<file path="config.mk">
export PLATFORM = sky130hd
export DESIGN_NAME = raptor64_branch_resolver
export DESIGN_NICKNAME = d
export VERILOG_FILES = /design/src/rtl/raptor64_branch_resolver.sv
export SDC_FILE = /design/constraint.sdc
export NUM_CORES = 1
export LEC_CHECK = 0
export CORE_MARGIN = 2
export CORE_UTILIZATION = 36
export CTS_CLUSTER_SIZE = 25
export DETAILED_ROUTE_END_ITERATION = 8
export PLACE_DENSITY = 0.78
export SLEW_MARGIN = 15
export SYNTH_ARGS = -nofsm -noshare
export SYNTH_HDL_FRONTEND = slang
export SYNTH_SLANG_ARGS = --single-unit
</file>
<file path="constraint.sdc">
create_clock -name clk -period 1.9 [get_ports clk]
set_input_delay 0.19 -clock clk [delete_from_list [all_inputs] [get_ports clk]]
set_output_delay 0.19 -clock clk [all_outputs]
set_load 0.01 [all_outputs]
</file>
<file path="src/rtl/raptor64_branch_resolver.sv">
// raptor64_branch_resolver
//   Carries the IF-stage branch prediction through the RF and EX pipeline
//   slots and compares it with the resolved outcome at EX. A wrong
//   prediction produces a registered one-cycle mispredict pulse, the
//   corrected fetch address, and squashes the wrong-path slots.
//   Optional statistics counters are built when RAPTOR64_BR_STATS_EN is
//   defined; otherwise stat_branches/stat_miss are tied to zero.
module raptor64_branch_resolver #(
  parameter int AMSB = 63
) (
  input  logic          clk,
  input  logic          rst,          // asynchronous, active-low
  input  logic          advanceI,
  input  logic          advanceR,
  input  logic          advanceX,
  input  logic          flush,
  input  logic          ipredict,
  input  logic          xIsBranch,
  input  logic          takb,
  input  logic [AMSB:0] xpc,
  input  logic [AMSB:0] xtarget,
  output logic          xpredicted,
  output logic          mispredict,
  output logic [AMSB:0] redirect_pc,
  output logic [31:0]   stat_branches,
  output logic [31:0]   stat_miss
);

  localparam logic [AMSB:0] PC_STEP = 4;

  // Prediction slots travelling with the RF and EX instructions.
  logic          r_rf_pred;
  logic          r_rf_v;
  logic          r_ex_pred;
  logic          r_ex_v;
  logic          r_mispredict;
  logic [AMSB:0] r_redirect_pc;

  logic          w_res;
  logic          w_miss;
  logic [AMSB:0] w_fix_pc;

  // An empty EX slot reads as "predicted not-taken".
  assign xpredicted = r_ex_pred & r_ex_v;

  // A flush on the same edge suppresses resolution entirely.
  assign w_res    = advanceX & xIsBranch & ~flush;
  assign w_miss   = w_res & (xpredicted != takb);
  // Fall-through address wraps modulo 2^(AMSB+1).
  assign w_fix_pc = takb ? xtarget : (xpc + PC_STEP);

  // Slot update: flush beats mispredict squash, which beats normal advance.
  // NOTE: sequential state uses non-blocking (<=) so every flop samples the
  // pre-edge values, independent of statement order inside the block.
  always_ff @(posedge clk or negedge rst) begin
    if (!rst) begin
      r_rf_pred <= 1'b0;
      r_rf_v    <= 1'b0;
      r_ex_pred <= 1'b0;
      r_ex_v    <= 1'b0;
    end else if (flush || w_miss) begin
      r_rf_v <= 1'b0;
      r_ex_v <= 1'b0;
    end else begin
      if (advanceR) begin
        r_ex_pred <= r_rf_pred;
        r_ex_v    <= r_rf_v;
      end else if (advanceX) begin
        r_ex_v <= 1'b0;
      end
      if (advanceI) begin
        r_rf_pred <= ipredict;
        r_rf_v    <= 1'b1;
      end else if (advanceR) begin
        r_rf_v <= 1'b0;
      end
    end
  end

  // Registered redirect: one-cycle pulse, address held until the next miss.
  always_ff @(posedge clk or negedge rst) begin
    if (!rst) begin
      r_mispredict  <= 1'b0;
      r_redirect_pc <= '0;
    end else begin
      r_mispredict <= w_miss;
      if (w_miss) begin
        r_redirect_pc <= w_fix_pc;
      end
    end
  end

  assign mispredict  = r_mispredict;
  assign redirect_pc = r_redirect_pc;

`ifdef RAPTOR64_BR_STATS_EN
  logic [31:0] r_stat_branches;
  logic [31:0] r_stat_miss;

  // Saturating resolved-branch and mispredict counters.
  always_ff @(posedge clk or negedge rst) begin
    if (!rst) begin
      r_stat_branches <= '0;
      r_stat_miss     <= '0;
    end else begin
      if (w_res && (r_stat_branches != 32'hFFFF_FFFF)) begin
        r_stat_branches <= r_stat_branches + 32'd1;
      end
      if (w_miss && (r_stat_miss != 32'hFFFF_FFFF)) begin
        r_stat_miss <= r_stat_miss + 32'd1;
      end
    end
  end

  assign stat_branches = r_stat_branches;
  assign stat_miss     = r_stat_miss;
`else
  assign stat_branches = 32'd0;
  assign stat_miss     = 32'd0;
`endif

endmodule

</file>
-- After elaboration in Yosys (flattened, before gate mapping)
Index checks and enable logic that the tools add are counted.
Widths: inputs -> output; s select.
- bits in registers: 69
- bits in latches: 0
- memory bits (writable): 0
- bits in read-only memories: 0
- bits of input ports: 137
- output and inout bits: 130
- word-level logic and storage cells: 26
- memories kept: 0
- add/sub/neg operators: 1
- multipliers: 0
- divide/modulo/power cells: 0
- order comparisons: 0
- equality and inequality tests: 1
- shift operators: 0
- muxes and demuxes: 7
- bitwise gates (word level): 6
- reduce and logical (&&, ||, !) cells: 5
- operators by type and width (operator ; number):
    $add 64x3->64 const B ; 1
    $mux 64 ; 1
    $mux 1 ; 6
    $reduce_bool 3->1 ; 2
    $and 1x1->1 ; 4
    $reduce_and 2->1 ; 2
    $not 1->1 ; 2
    $logic_or 1x1->1 ; 1
    $ne 1x1->1 ; 1

-- Longest topological paths before layout
Gate-level depths: netlist of the first run.
- depth after elaboration: 6
- depth in mapped cells: 10
- depth with buffers taken out: 7

-- Worst setup path before layout of the first run
Ideal clock, no wire load.
- path type: in2reg
- start point: in xpc[2]
- end point: reg r_redirect_pc[54] (netlist: redirect_pc[54])
- setup time: 0.074 ns
- arrival time: 1.902 ns
- required time: 1.826 ns
- path slack: -0.076 ns
- stages: 7
- path buffers: 0
- cell sequence: ha_1 -> inv_1 -> nor4_4 -> nand3_4 -> or4_1 -> a31o_1 -> o21ai_2
- longest elaborated chain between the ends: 2
- RTL lines (what ; line ; source):
    from (decl) ; 20 ; input logic [AMSB:0] xpc,
    $add 64x3->64 ; 50 ; assign w_fix_pc = takb ? xtarget : (xpc + PC_STEP);
    $mux 64 ; 50 ;
    to (signal assigned) ; 88 ; r_redirect_pc <= w_fix_pc;
    to (decl) ; 37 ; logic [AMSB:0] r_redirect_pc;
No other way between the ends.
A chain may end at the register's enable or synchronous reset.

-- Worst setup path in the final report of the first run
- start point: in xpc[22]
- end point: reg r_redirect_pc[54] (netlist: redirect_pc[54])
Same word-level chain as after synthesis.

==> results of run 1 <==
==> stage by stage <==
step           hold WS, ns  area [um2]  worst slack, ns
2_1_floorplan       -0.106        5110           0.0217
3_3_place_gp         0.178        7570           -0.491
3_5_place_dp         0.181        7570           -0.590
4_1_cts              0.351        7920         0.000859
5_1_grt              0.348        7970          0.00109
6_report             0.277        7970            0.117
==> critical path, delay by kind of cell <==
kind | cells | cell delay [ns]
AO/OA/AOI/OAI | 2 | 0.33
buffers and inverters | 2 | 0.69
AND/OR/NAND/NOR | 4 | 0.85
==> routing by layer <==
layer  share of wire (%)  GRT usage, %
met5                   0             0
met4                 2.4          8.50
met3                 5.7          4.20
met2                  49          37.5
met1                  43          28.0
==> final timing paths <==
check | start | to | depth (start not counted)
min in group asynchronous | rst | redirect_pc[47] | 2
max in group asynchronous | rst | redirect_pc[32] | 3
max reg2reg | r_ex_pred | r_ex_pred | 8
min reg2reg | redirect_pc[55] | redirect_pc[55] | 2
min | xpc[24] | redirect_pc[24] | 4
max | xpc[22] | redirect_pc[54] | 8
==> cell usage in the layout (no fill, tap or decap), types with 3 or more instances in the layout <==
cell             count
clkdlybuf4s50_1    178
buf_4              103
dfrtp_1             69
conb_1              64
nand2_1             58
nor2_1              53
o21ai_0             44
a21oi_1             38
xnor2_1             32
xor2_1              21
nand3_1             20
dlygate4sd2_1       20
nand4_1             19
o22ai_1             19
and3_1              17
inv_1               10
mux2i_1             10
nor3_1              10
clkbuf_16            9
o211ai_1             5
buf_12               5
nand2_2              4
nor4_4               4
mux2_2               3
nor4b_2              3
nor3_2               3
nand2b_1             3
o31ai_1              3
==> kinds of logic after synthesis <==
kind of cell    count (synthesis)  share of synthesized area [%]
buf+inv                       106                           13.4
flops                          69                           35.4
simple gates                  218                           23.6
fa+ha+maj                       1                          0.257
xor+xnor                       53                           9.53
compound gates                126                           14.9
other cells                     1                         0.0770
mux                            13                           2.75
==> cell type report <==
class | instances | area share, %
flip-flops and latches | 69 | 21.7
clock inverters | 4 | 0.597
multi-input cells | 475 | 35.1
diodes | 1 | 0.0314
clock buffers | 11 | 3.17
repair buffers | 311 | 36.1
inverters | 11 | 0.565
well taps | 176 | 2.76
==> flip-flops by register name (all words and copies together) (netlist names) <==
signal       count
r_rf_v           1
r_rf_pred        1
r_ex_pred        1
mispredict       1
redirect_pc     64
r_ex_v           1
==> power groups by stage <==
| stage | clock (mW) | sequential (mW) | combinational, mW |
|---|---|---|---|
| 3_3_place_gp | 0 | 2.01 | 1.90 |
| 2_1_floorplan | 0 | 2.14 | 0.607 |
| 5_1_grt | 1.82 | 2.03 | 2.07 |
| 6_report | 1.71 | 1.99 | 1.92 |
| 4_1_cts | 1.75 | 1.99 | 1.93 |
| 3_5_place_dp | 0 | 2.01 | 1.93 |
==> repair_timing <==
| action | 4_1_cts | 5_1_grt |
|---|---|---|
| resized for setup | 34 | 12 |
| setup buffers | 3 | 2 |
| pin swaps | 8 | 6 |
| hold buffers | 1 | 0 |
| hold endpoints to repair | 34 | 0 |
| setup endpoints to repair | 43 | 43 |
==> impl_results.md, run 1 <==
* Most common cell in the netlist: dfrtp_1
* Critical Path, Cell by Cell: clkdlybuf4s50_1 -> nand3_2 -> nor4_4 -> buf_4 -> nand3_4 -> or4_1 -> a31o_1 -> o21ai_2
* Outcome: complete, no violations
* Setup TNS at 0 ns
* Die ar. at 0.0145 mm2
* Die Width at 120 um
* Final Cycle Share at 93.8%
* Fin nets at 1015
* Yosys warning count at 0
* Power share of the combinational group at 34.1%
* Switching part of the total at 29.1%
* WL final at 16.2 mm
* Synth-to-layout area growth at 63.6%
* LEAKAGE at 3.44 nW
* First DRT Iteration DRCs at 280
* Primary FF master, synth: dfrtp_1
* Initial DRT Pass Iterations at 5
* Slew Limit Fails at 0
* RSZ-0062 raised after global routing: false
* Row count at 42
* Fill count at 1200
* Maximum vdd drop at 0.000378 V
* DR DRC count at 0
* CTS H-tree lvls at 3
* GRT Total Usage at 22.2%
* Critical Path Source Type: primary input
* Max stage delay cell, worst path: clkdlybuf4s50_1
* WL/cell at 15.3 um
* Initial antenna violation count at 1
* Post-Synthesis Cells at 587
* Multi-input gate area at 0.00280 mm2
* Critical Path AT at 2.05 ns
* Total power at 5.62 mW
* CTS tree: done
* Sequential power share at 35.4%
* Leading post-synthesis cells by cell area: dfrtp_1 35%, buf_4 9.9%, xnor2_1 5.8%
* Netlist cell types at 52
* ANT nets after route at 0
* WP data required at 2.16 ns
* Congestion Overflow GR at 0
* Internal power at 3.98 mW
* Port bufs at 202
* Initial core utilization at 36.8%
* PD cells at 705 mW/mm2
* Flops & latches, synth at 69
* Asr flop ratio synth at 100%
* Die height at 120 um
* Fmax at 561 MHz
* I/O Pins at 267
* Root buffer cell: clkbuf_16
* Largest net degree at the start of global routing at 70
* Clock Power Share at 30.4%
* CTS Buf Count at 9
* First-pass GRT wire length at 25.4 mm
* Final setup fails at 0
* Crit path time final at 1.78 ns
* Max-cap violations at 0
* Maximum clock insertion buffer count at 2
* Mean Syn Cell Area at 8.30 um2
* Psw at 1.64 mW
* Core Region at 0.0132 mm2
* Placer congestion estimate at 0.848
* Worst min-delay path class: primary input to flip-flop
* CP Class: primary input to flip-flop
* Crit path max fanout at 4
* Vias in the first global route at 5060
* Layout cells sized above 1 at 18.0%
* Synth cell count leaders: 69 x dfrtp_1, 64 x buf_4, 62 x nand2_1, 54 x nor2_1, 46 x o21ai_0
* Layout Cells excl Fill at 1058
* Cell taking the most area after synthesis: dfrtp_1
* Clk_lat worst skew at 0.33 ns
* Final Skew at 0.00546 ns
* Vias per cell at 4.85
* Slowest stage delay, CP at 0.50 ns
* Register area at 0.00173 mm2
* Yosys top cell area share at 35.4%
* Total number of vias at 5130
* Sequential fraction of the synthesis area at 35.4%
* Clock-pin slew on the worst setup and hold paths at 0.06 ns
* DP Cell Count at 1036
* Worst reg-to-reg setup slack at 0.15 ns
* EDFF count, synth at 0
* Post-synthesis cell area at 0.00487 mm2
* CP endpoint kind: flip-flop
* Clock Sinks at 69
* Fin util at 60.2%
* Final hold violations at 0
* Hpwl dp at 12.6 mm
Note: power is estimated with default switching activity, not from simulation.
==> run 2, diff against run 1 <==
- ABC_AREA: default -> 1
- CORE_UTILIZATION: 36 -> 39
- PLACE_DENSITY: 0.78 -> 0.79
==> impl_results.md, run 2 <==
* Crit path max fanout at 4 (unchanged)
* # diodes at 0 (-1)
* Slew Limit Fails at 0 (unchanged)
* M1 GR Usage at 37.6% (+9.5 points)
* Worst min-delay path class: primary input to flip-flop
* Internal power at 3.85 mW (-3.5%)
* RSZ-0062 raised after global routing: false
* Vias in the first global route at 6698 (+32%)
* Clock Power Share at 29.1% (-1.3 points)
* Maximum clock insertion buffer count at 2 (unchanged)
* WL final at 22.5 mm (+38%)
* CP dominant cell by count: nand2_1
* Crit path time final at 1.81 ns (+0.0226 ns)
* Clock Sinks at 69 (unchanged)
* Netlist cell types at 33 (-37%)
* Sequential fraction of the synthesis area at 29.0% (-6.4 points)
* First DRT Iteration DRCs at 468 (+67%)
* Most common cell in the netlist: nand2_1
* CTS Buf Count at 9 (unchanged)
* Congestion Overflow GR at 0 (unchanged)
* Hold Worst Slack at 0.383 ns (+0.106 ns)
* Most common library cell in the layout ignoring fill and taps: nand2_1
* Asr flop ratio synth at 100% (unchanged)
* Placed inst area at 0.00877 mm2 (+16%)
* Final instance area at 0.00910 mm2 (+14%)
* WL/cell at 15.2 um (-0.95%)
* Setup bufs post-CTS at 0 (-3)
* Leading post-synthesis cells by cell area: dfrtp_1 29%, nand2_1 21%, nor2_1 13%
* Flops & latches, synth at 69 (unchanged)
* CP Class: primary input to flip-flop
* Root buffer cell: clkbuf_16
* Vias per cell at 4.81 (-0.90%)
* Largest register FFs at 64 (unchanged)
* Fmax at 554 MHz (-1.3%)
* Primary FF master, synth: dfrtp_1
* Critical Path, Cell by Cell: clkdlybuf4s50_1 -> ha_1 -> inv_1 -> nor2_8 -> nand2_2 -> nor2_4 -> nand2_1 -> xor2_1 -> nand2_1 -> nand2_1 -> nand2_1
* Mean Syn Cell Area at 6.02 um2 (-27%)
* Cell taking the most area after synthesis: dfrtp_1
* Fin nets at 1425 (+40%)
* DR DRC count at 0 (unchanged)
* Maximum vdd drop at 0.000414 V (+9.6%)
* Core Region at 0.0150 mm2 (+14%)
* Yosys top cell area share at 29.0% (-6.4 points)
* Die height at 127 um (+5.9%)
* Clk_lat worst skew at 0.34 ns (about the same)
* Initial DRT Pass Iterations at 6 (+1)
* Gr busiest metal: met2
* Layout cells sized above 1 at 13.3% (-4.7 points)
* Switching part of the total at 30.8% (+1.6 points)
* Sequential power share at 35.2% (-0.2 points)
* Worst path top cell family by delay: simple AND/OR/NAND/NOR gates
* Critical Path Source Type: primary input
* Critical Path AT at 2.04 ns (about the same)
* Largest net degree at the start of global routing at 70 (unchanged)
* LEAKAGE at 4.48 nW (+30%)
* ANT nets after route at 0 (unchanged)
* Clock-pin slew on the worst setup and hold paths at 0.06 ns (about the same)
* PD cells at 611 mW/mm2 (-13%)
* Grt met2 use at 45.1% (+7.6 points)
* Max-cap violations at 0 (unchanged)
* Initial antenna violation count at 0 (-1)
* Yosys warning count at 0 (unchanged)
* EDFF count, synth at 0 (unchanged)
* Post-synthesis cell area at 0.00595 mm2 (+22%)
* CP endpoint kind: flip-flop
* Die ar. at 0.0162 mm2 (+12%)
* Slowest stage delay, CP at 0.52 ns (+0.02 ns)
* CTS H-tree lvls at 3 (unchanged)
* Final Cycle Share at 95.0% (+1.2 points)
* Bufs and invs on worst path at 2 (unchanged)
* Die Width at 127 um (+5.9%)
* Post-Synthesis Cells at 987 (+68%)
* First-pass GRT wire length at 34.9 mm (+38%)
* Synth-to-layout area growth at 53.0%
* Power share of the combinational group at 35.7% (+1.6 points)
* I/O Pins at 267 (unchanged)
* CTS tree: done
* Final hold violations at 0 (unchanged)
* Met3 Use GR at 5.11% (+0.91 points)
* Row count at 45 (+7.1%)
* GRT Total Usage at 27.8% (+5.6 points)
* Hpwl dp at 18.4 mm (+46%)
* Commonest cells after routing, fill and taps aside: 337 x nand2_1, 200 x clkdlybuf4s50_1, 197 x nor2_1
* Port bufs at 202 (unchanged)
* Outcome: complete, no violations
* Final Skew at 0.00470 ns (-0.000755 ns)
* Max stage delay cell, worst path: clkdlybuf4s50_1
* Final setup fails at 0 (unchanged)
* Placer congestion estimate at 1.04 (+23%)
* Initial core utilization at 39.6% (+2.8 points)
* WP data required at 2.13 ns (-0.03 ns)
* Psw at 1.71 mW (+4.4%)
* Synth cell count leaders: 337 x nand2_1, 205 x nor2_1, 72 x inv_1, 69 x dfrtp_1, 64 x buf_4
* Total number of vias at 7107 (+39%)
-- run 2: changes by cell type after synthesis, sizes merged, moves of 14 or more --
| cell | before | now |
|---|---|---|
| and3 | 17 | 0 |
| clkbuf | 23 | 9 |
| inv | 11 | 74 |
| nand2 | 62 | 346 |
| nand3 | 23 | 62 |
| nor2 | 54 | 221 |
| o21ai | 47 | 29 |
| o22ai | 19 | 0 |
| xnor2 | 32 | 8 |
-- run 2: per-stage QoR --
stage	cells	setup WS (ns)	utilization [%]	total power [mW]	setup TNS (ns)
after CTS	1479	0.0865	60.3	5.60	0
after global routing	1479	0.00325	60.5	5.87	0
after floorplan	1050	0.523	-	2.79	0
final	1479	0.0943	60.5	5.56	0
after detailed placement	1463	-0.259	58.3	3.95	-5.31
after global placement	1463	-0.238	58.3	3.92	-5.15
-- run 2: layout make-up --
| class | count | area, um2 |
|---|---|---|
| multi-input combinational | 815 | 3620 |
| tap | 188 | 235 |
| clock inverter | 3 | 20.0 |
| sequential | 69 | 1730 |
| clock buffer | 12 | 267 |
| timing repair buffer | 318 | 2960 |
| inverter | 74 | 278 |
| fill | 1449 | 5940 |
-- run 2: path summary, 6_finish.rpt --
check                                start              end  slack, ns  cells after the start
setup / recovery                    xpc[2]  redirect_pc[34]       0.09                     11
hold / removal                     xpc[25]  redirect_pc[25]       0.38                      5
setup reg to reg                 r_ex_pred  redirect_pc[16]       0.38                      8
hold reg to reg            redirect_pc[59]  redirect_pc[59]       0.48                      2
max in group asynchronous              rst  redirect_pc[29]       1.16                      3
min in group asynchronous              rst  redirect_pc[22]       0.40                      3
-- run 2: routing by layer --
| metal | wire length [um] | share of wire [%] | vias to the layer above |
|---|---|---|---|
| li1 | - | - | 3550 |
| met2 | 10300 | 46 | 310 |
| met5 | 0 | 0 | - |
| met4 | 603 | 2.7 | 0 |
| met3 | 1670 | 7.4 | 43 |
| met1 | 9920 | 44 | 3204 |
-- run 2: timing repair --
| item | CTS | global route |
|---|---|---|
| gates resized for setup | 0 | 11 |
| hold buffers | 1 | 0 |
| endpoints found under the setup margin | 0 | 9 |
| hold endpoints to repair | 69 | 0 |
-- run 2: cells by family after synthesis --
kind of cell	share of synthesized area (%)
adder cells (fa/ha/maj)	0.210
AND/OR/NAND/NOR	45.9
XOR/XNOR	3.54
flip-flops	29.0
AO/OA/AOI/OAI	6.42
buffers and inverters	14.9
other	0.0631
-- run 2: power groups by stage --
| stage | Clock [mW] | Combinational, mW | Sequential, mW |
|---|---|---|---|
| after CTS | 1.65 | 1.98 | 1.96 |
| after floorplan | 0 | 0.675 | 2.11 |
| after detailed placement | 0 | 1.98 | 1.98 |
| after global routing | 1.71 | 2.15 | 2.00 |
| after global placement | 0 | 1.95 | 1.97 |
| final | 1.62 | 1.98 | 1.96 |
-- run 2: tightest hold or removal path, delay by kind of cell --
family | cells | cell delay, ns
AO/OA/AOI/OAI | 1 | 0.06
AND/OR/NAND/NOR | 3 | 0.25
buffers and inverters | 1 | 0.19
